<file path="config.mk">
export PLATFORM = sky130hd
export DESIGN_NAME = lsu_misalign
export DESIGN_NICKNAME = d
export VERILOG_FILES = /design/src/rtl/lsu_misalign.sv
export SDC_FILE = /design/constraint.sdc
export NUM_CORES = 1
export LEC_CHECK = 0
export CAP_MARGIN = 20
export CORE_MARGIN = 2
export CORE_UTILIZATION = 47
export CTS_BUF_LIST = sky130_fd_sc_hd__clkbuf_4 sky130_fd_sc_hd__clkbuf_8 sky130_fd_sc_hd__clkbuf_16
export DETAILED_ROUTE_END_ITERATION = 12
export PLACE_DENSITY = 0.8
export SKIP_LAST_GASP = 1
export SYNTH_ARGS = -nofsm -noshare
export SYNTH_HDL_FRONTEND = slang
export SYNTH_SLANG_ARGS = --single-unit
</file>
<file path="constraint.sdc">
create_clock -name clk -period 3.34 [get_ports clk]
set_input_delay 0.501 -clock clk [delete_from_list [all_inputs] [get_ports clk]]
set_output_delay 0.501 -clock clk [all_outputs]
set_load 0.03 [all_outputs]
</file>
<file path="src/rtl/lsu_misalign.sv">
// rtl/lsu_misalign.sv - load/store alignment unit: aligned pass-through, misaligned split into byte accesses
module lsu_misalign #(
  parameter int ADDR_WIDTH = 32,
  parameter int DATA_WIDTH = 32,
  parameter int CNT_WIDTH  = 16
) (
  input  logic                  clk,
  input  logic                  reset,
  input  logic                  req_valid,
  input  logic                  req_we,
  input  logic [2:0]            req_funct3,
  input  logic [ADDR_WIDTH-1:0] req_addr,
  input  logic [DATA_WIDTH-1:0] req_wdata,
  output logic                  mem_wr_en,
  output logic [2:0]            mem_funct3,
  output logic [ADDR_WIDTH-1:0] mem_addr,
  output logic [DATA_WIDTH-1:0] mem_wr_data,
  input  logic [DATA_WIDTH-1:0] mem_rd_data,
  output logic                  stall,
  output logic                  resp_valid,
  output logic [DATA_WIDTH-1:0] resp_rdata,
  output logic [CNT_WIDTH-1:0]  misalign_cnt
);

  typedef enum logic [1:0] {IDLE, SPLIT, DONE} state_t;

  state_t                state;
  logic [ADDR_WIDTH-1:0] base_q;
  logic [DATA_WIDTH-1:0] wdata_q;
  logic [DATA_WIDTH-1:0] buf_q;
  logic [2:0]            funct3_q;
  logic                  we_q;
  logic [1:0]            k;
  logic                  misaligned;
  logic [1:0]            last_k;
  logic [4:0]            bit_ofs;

  // funct3 110 shares the word size code but is not a legal RV32I access, so it never splits
  assign misaligned = req_valid &&
                      (((req_funct3[1:0] == 2'b01) && req_addr[0]) ||
                       ((req_funct3 != 3'b110) && (req_funct3[1:0] == 2'b10) &&
                        (req_addr[1:0] != 2'b00)));

  assign last_k  = (funct3_q[1:0] == 2'b01) ? 2'd1 : 2'd3;
  assign bit_ofs = {k, 3'b000};

  always_ff @(posedge clk) begin
    if (reset) begin
      state        <= IDLE;
      base_q       <= '0;
      wdata_q      <= '0;
      buf_q        <= '0;
      funct3_q     <= '0;
      we_q         <= 1'b0;
      k            <= '0;
      misalign_cnt <= '0;
    end else begin
      case (state)
        IDLE: begin
          if (misaligned) begin
            base_q   <= req_addr;
            wdata_q  <= req_wdata;
            funct3_q <= req_funct3;
            we_q     <= req_we;
            k        <= '0;
            buf_q    <= '0;
            state    <= SPLIT;
          end
        end
        SPLIT: begin
          if (!we_q) buf_q[bit_ofs +: 8] <= mem_rd_data[7:0];
          if (k == last_k) state <= DONE;
          else             k     <= k + 2'd1;
        end
        DONE: begin
          if (misalign_cnt != '1) misalign_cnt <= misalign_cnt + 1'b1;
          state <= IDLE;
        end
        default: state <= IDLE;
      endcase
    end
  end

  always_comb begin
    mem_wr_en   = req_valid & req_we;
    mem_funct3  = req_funct3;
    mem_addr    = req_addr;
    mem_wr_data = req_wdata;
    resp_valid  = req_valid & ~req_we;
    resp_rdata  = mem_rd_data;
    stall       = 1'b0;
    if (reset) begin
      mem_wr_en  = 1'b0;
      resp_valid = 1'b0;
      resp_rdata = '0;
    end else begin
      case (state)
        IDLE: begin
          if (misaligned) begin
            stall      = 1'b1;
            mem_wr_en  = 1'b0;
            resp_valid = 1'b0;
          end
        end
        SPLIT: begin
          stall       = 1'b1;
          mem_addr    = base_q + {{(ADDR_WIDTH-2){1'b0}}, k};
          mem_funct3  = we_q ? 3'b000 : 3'b100;
          mem_wr_data = {{(DATA_WIDTH-8){1'b0}}, wdata_q[bit_ofs +: 8]};
          mem_wr_en   = we_q;
          resp_valid  = 1'b0;
        end
        DONE: begin
          mem_wr_en  = 1'b0;
          resp_valid = ~we_q;
          case (funct3_q)
            3'b001:  resp_rdata = {{(DATA_WIDTH-16){buf_q[15]}}, buf_q[15:0]};
            3'b101:  resp_rdata = {{(DATA_WIDTH-16){1'b0}}, buf_q[15:0]};
            default: resp_rdata = buf_q;
          endcase
        end
        default: ;
      endcase
    end
  end

endmodule

</file>
After elaboration in Yosys (flattened, before gate mapping)
Index checks and enable logic that the tools add are counted.
W data, S select, Z words.
Cells by class
  shift operators: 3
  equality and inequality tests: 14
  bitwise logic cells: 4
  mux-type cells: 30
  add/subtract/negate cells: 4
  reduce and logical (&&, ||, !) cells: 13
Operators by type and width (count)
  $mux W32: 8
  $pmux W32 S2: 2
  $add A32 B2 Y32: 1
  $bwmux W32: 1
  $shift A8 B7 Y32 const A: 1
  $shiftx A32 B6 Y8: 1
  $shiftx A8 B7 Y32: 1
  $add A16 B1 Y16 const B: 1
  $ne A16 B16 Y1 const B: 1
  $mux W2: 5
  $mux W3: 3
  $ne A2 B2 Y1 const B: 4
  $pmux W2 S2: 2
  $neg A5 Y7: 1
  $eq A2 B1 Y1 const B: 3
  $mux W1: 6
  $pmux W1 S3: 2
  $reduce_and A2 Y1: 3
  $reduce_and A3 Y1: 2
  $eq A2 B2 Y1 const B: 2
  $logic_and A1 B1 Y1: 4
  $reduce_bool A2 Y1: 2
  $eq A3 B1 Y1 const B: 1
  $eq A3 B3 Y1 const B: 1
  other kinds (8): 10
Word-level totals
  input port bits: 103
  output and inout port bits: 118
  word-level logic and storage cells: 76
  register bits: 120

Logic depth before layout (Yosys ltp)
Gate-level depths: netlist (run 1).
  depth in word-level cells: 8
  gate-level depth with buffers: 9
  gate-level depth less buffers: 7

Worst setup path before layout (run 1)
OpenSTA, ideal clock, no wires.
  kind: register to output
  from: reg k[1]
  to: out mem_addr[20]
  data required time: 2839 ps
  stages on the path, launching flop included: 8
  buffers on the path: 1
  path slack: -64 ps
  arrival: 2903 ps
  cells stage by stage: dfxtp_1 clkbuf_1 inv_1 fa_1 nor4_1 nand4_1 xor2_1 o21ai_0
On the way
  longest elaborated chain between the ends: 3
Ends and longest elaborated chain
  start, declared: line 33  | logic [1:0] k;
  start signal, assigned: line 73  | else k <= k + 2'd1;
  $add A32 B2 Y32: line 107  | mem_addr = base_q + {{(ADDR_WIDTH-2){1'b0}}, k};
  $mux W32: line 97  | case (state)
  $mux W32: line 92  | if (reset) begin
  end, declared: line 16  | output logic [ADDR_WIDTH-1:0] mem_addr,
No other way between the ends.

Worst setup path after layout (run 1)
  from: in req_addr[0]
  to: out mem_wr_en
On the way
  longest elaborated chain between the ends: 7
  elaborated cells between the ends (all ways): 8
  those cells by class: mux: 3; reduce/logical: 5
Ends and longest elaborated chain
  start, declared: line 12  | input logic [ADDR_WIDTH-1:0] req_addr,
  $reduce_bool A2 Y1: line 42  | (req_addr[1:0] != 2'b00)));
  $logic_and A1 B1 Y1: line 41  | ((req_funct3 != 3'b110) && (req_funct3[1:0] == 2'b10) &&
  $logic_or A1 B1 Y1 *: line 40  | (((req_funct3[1:0] == 2'b01) && req_addr[0]) ||
  $logic_and A1 B1 Y1 *: line 39  | assign misaligned = req_valid &&
  $mux W1 *: line 99  | if (misaligned) begin
  $pmux W1 S3 *: line 97
  $mux W1 *: line 92
  end, declared: line 14  | output logic mem_wr_en,
Mark *: on every way between the ends. The rest lies on a longest branch, timed or not.

==> impl_metrics.ini, run 1 <==
[run_status]
status = finished clean

[synth]
synth_edf_count = 0
synth_area_um2 = 6840
ys_ff_latch = 120
yosysSeqAreaShare_pct = 35.1
yosysWarnings = 0
ys.flop_type = dfxtp_1
synthesis.instances = 919
synth_nets = 1030
syn_area_per_cell_um2 = 7.45
ys_types = 45
async_flop_share_pct = 0

[place]
port_buffers = 220
post-dp-hpwl_um = 13600
dpl_worst_slack_ps = 229
place_congestion = 0.816

[sta]
rsz0062_at_grt = false
max_slew_margin_pct = 34.1
tightestPinTransition_ps = 980
fin_ws_ps = 218
hold_viol_final = 0
period_share_pct = 93.5
slew_violations = 0
period_needed_ps = 3120
clock_skew_ps = 8.62
fmax_ghz = 0.320
tns_ps = 0
setup_viol = 0

[die]
die-area_um2 = 15500
die_y_um = 125
start_util_pct = 47.6
ios = 221
rows = 44
core_area_um2 = 14400
die_x_um = 125

[pwr]
ir_drop_uv = 390
p_per_area_nw_per_um2 = 433
leakage_nw = 3.53

[drt]
wire_per_inst_um = 14.6
drc_errors = 0
detail_route.vias_per_cell = 5.24
vias = 6902
drt_iter0_markers = 442
ant_nets = 0
dr.pass1.iters = 5
wirelength_um = 19200

[global_route]
grt_pass1_wl_um = 31700
antenna_found_initial = 0
grt_overflow_total = 0
grt_pass1_vias = 6497
grt_usage_pct = 24.8
grt_max_degree = 51

[worst_setup_path]
crit_path_end_kind = output port
crit_path_start_kind = input pin
regToRegStartpoint = k[0]
worstSetupPathType = input pin to output port
crit_path_max_fanout = 4
critPathLaunch = req_addr[0]
critPathRequiredTime_ps = 2840
arrival_ps = 2620

[cts]
cts_tree = done
clkTransAtPathRegs_ps = 60
ctsResizeCount = 0
hold_buffers = 0
cts-root-buf = clkbuf_16
insertion_delay_ps = 420
cts_max_path_buffers = 2
cts.sinks = 120
numCtsBuffers = 17
post-cts-setup-buffer-count = 0
ctsHtreeMaxLevel = 4

[hold_path]
hold_class = input pin to flop
hp-start = reset

[finish]
drive_above_1_share_pct = 21.4
antenna_cells = 0
area_growth_pct = 40.9
layout.cells.most_common = nand2_1
layout_common_cells = nand2_1 (246), clkdlybuf4s50_1 (137), dfxtp_1 (120), buf_4 (103), a21oi_1 (98)
nNetsFinal = 1231
nFillCells = 1230

[job]
drv_cap = 0
metrics by stage:
stage	hold WS, ps	power [mW]	instance area, um^2	std cells	utilization [%]
finish	421	4.17	9640	1317	67.1
global route	408	4.32	9640	1317	67.1
detailed placement	443	2.23	8990	1285	62.6
CTS	408	4.21	9630	1317	67.0
global placement	435	2.23	8990	1285	62.6
floorplan	429	1.91	6840	919	-
power by group:
part           leakage [nW]  switching [mW]  internal (mW)
registers             0.971          0.0258           1.46
logic                  2.25           0.402          0.311
clock network         0.307           0.669           1.30
total                  3.53            1.10           3.08
registers in the layout, summed over array words and instances (netlist names):
name          count
wdata_q          32
k                 2
buf_q            32
state             2
we_q              1
funct3_q          3
misalign_cnt     16
base_q           32
path summary, 6_finish.rpt:
path,end,slack [ps],cells past startpoint
setup / recovery,mem_wr_en,220,7
hold / removal,funct3_q[2],420,2
setup reg to reg,buf_q[21],930,7
hold reg to reg,buf_q[23],450,2
layer usage:
| metal | GRT usage (%) | share of wire, % | vias to the layer above |
|---|---|---|---|
| li1 | - | - | 3509 |
| met1 | 32.0 | 44 | 3156 |
| met2 | 40.2 | 48 | 224 |
| met3 | 7.26 | 6.7 | 13 |
| met4 | 7.27 | 0.94 | 0 |
| met5 | 0 | 0 | - |
layout make-up:
cell class | count | area [um^2] | area share [%]
Multi-Input combinational cell | 726 | 4080 | 42.3
Clock inverter | 11 | 170 | 1.77
Inverter | 9 | 33.8 | 0.350
Sequential cell | 120 | 2400 | 24.9
Tap cell | 184 | 230 | 2.39
Clock buffer | 21 | 468 | 4.85
Timing Repair Buffer | 246 | 2260 | 23.4
critical path: stages:
cell	delay, ps
clkdlybuf4s50_1	560
nor2_1	120
o31ai_1	350
o21a_1	230
nor2_1	50
a22o_1	190
clkdlybuf4s50_1	600
cells by family after synthesis:
group | synth area share (%)
AO/OA/AOI/OAI | 16.6
XOR/XNOR | 5.63
adder cells (fa/ha/maj) | 1.57
buffers and inverters | 5.56
flip-flops | 35.1
multiplexers | 2.78
AND/OR/NAND/NOR | 32.7
Yosys cell counts (6+ instances only):
| library cell | number | area share (%) |
|---|---|---|
| nor2_1 | 33 | 1.8 |
| nor3_1 | 16 | 1.2 |
| a21oi_2 | 40 | 5.1 |
| nand3_1 | 49 | 3.6 |
| mux4_2 | 8 | 2.6 |
| dfxtp_1 | 120 | 35 |
| nor4_1 | 9 | 0.82 |
| nand2_2 | 40 | 3.7 |
| xor2_1 | 25 | 3.2 |
| ha_1 | 7 | 1.3 |
| buf_2 | 12 | 0.88 |
| nand2_1 | 246 | 13 |
| a21oi_1 | 98 | 7.2 |
| o21ai_0 | 50 | 3.7 |
| or3_1 | 6 | 0.55 |
| inv_1 | 8 | 0.44 |
| clkbuf_1 | 42 | 2.3 |
| xnor2_1 | 19 | 2.4 |
| and2_1 | 27 | 2.5 |
| nand4_1 | 15 | 1.4 |
No activity file was read; power rests on OpenSTA's default activity.
==> run 2: changes to the inputs <==
--- a/config.mk
+++ b/config.mk
@@ -9,7 +9,10 @@
 export CORE_MARGIN = 2
 export CORE_UTILIZATION = 47
 export CTS_BUF_LIST = sky130_fd_sc_hd__clkbuf_4 sky130_fd_sc_hd__clkbuf_8 sky130_fd_sc_hd__clkbuf_16
+export CTS_CLUSTER_DIAMETER = 100
 export DETAILED_ROUTE_END_ITERATION = 12
+export GPL_ROUTABILITY_DRIVEN = 0
+export HOLD_SLACK_MARGIN = 0.08
 export PLACE_DENSITY = 0.8
 export SKIP_LAST_GASP = 1
 export SYNTH_ARGS = -nofsm -noshare
==> results of run 2 <==
No change in the layout: final DEF, timing and power equal those of run 1.
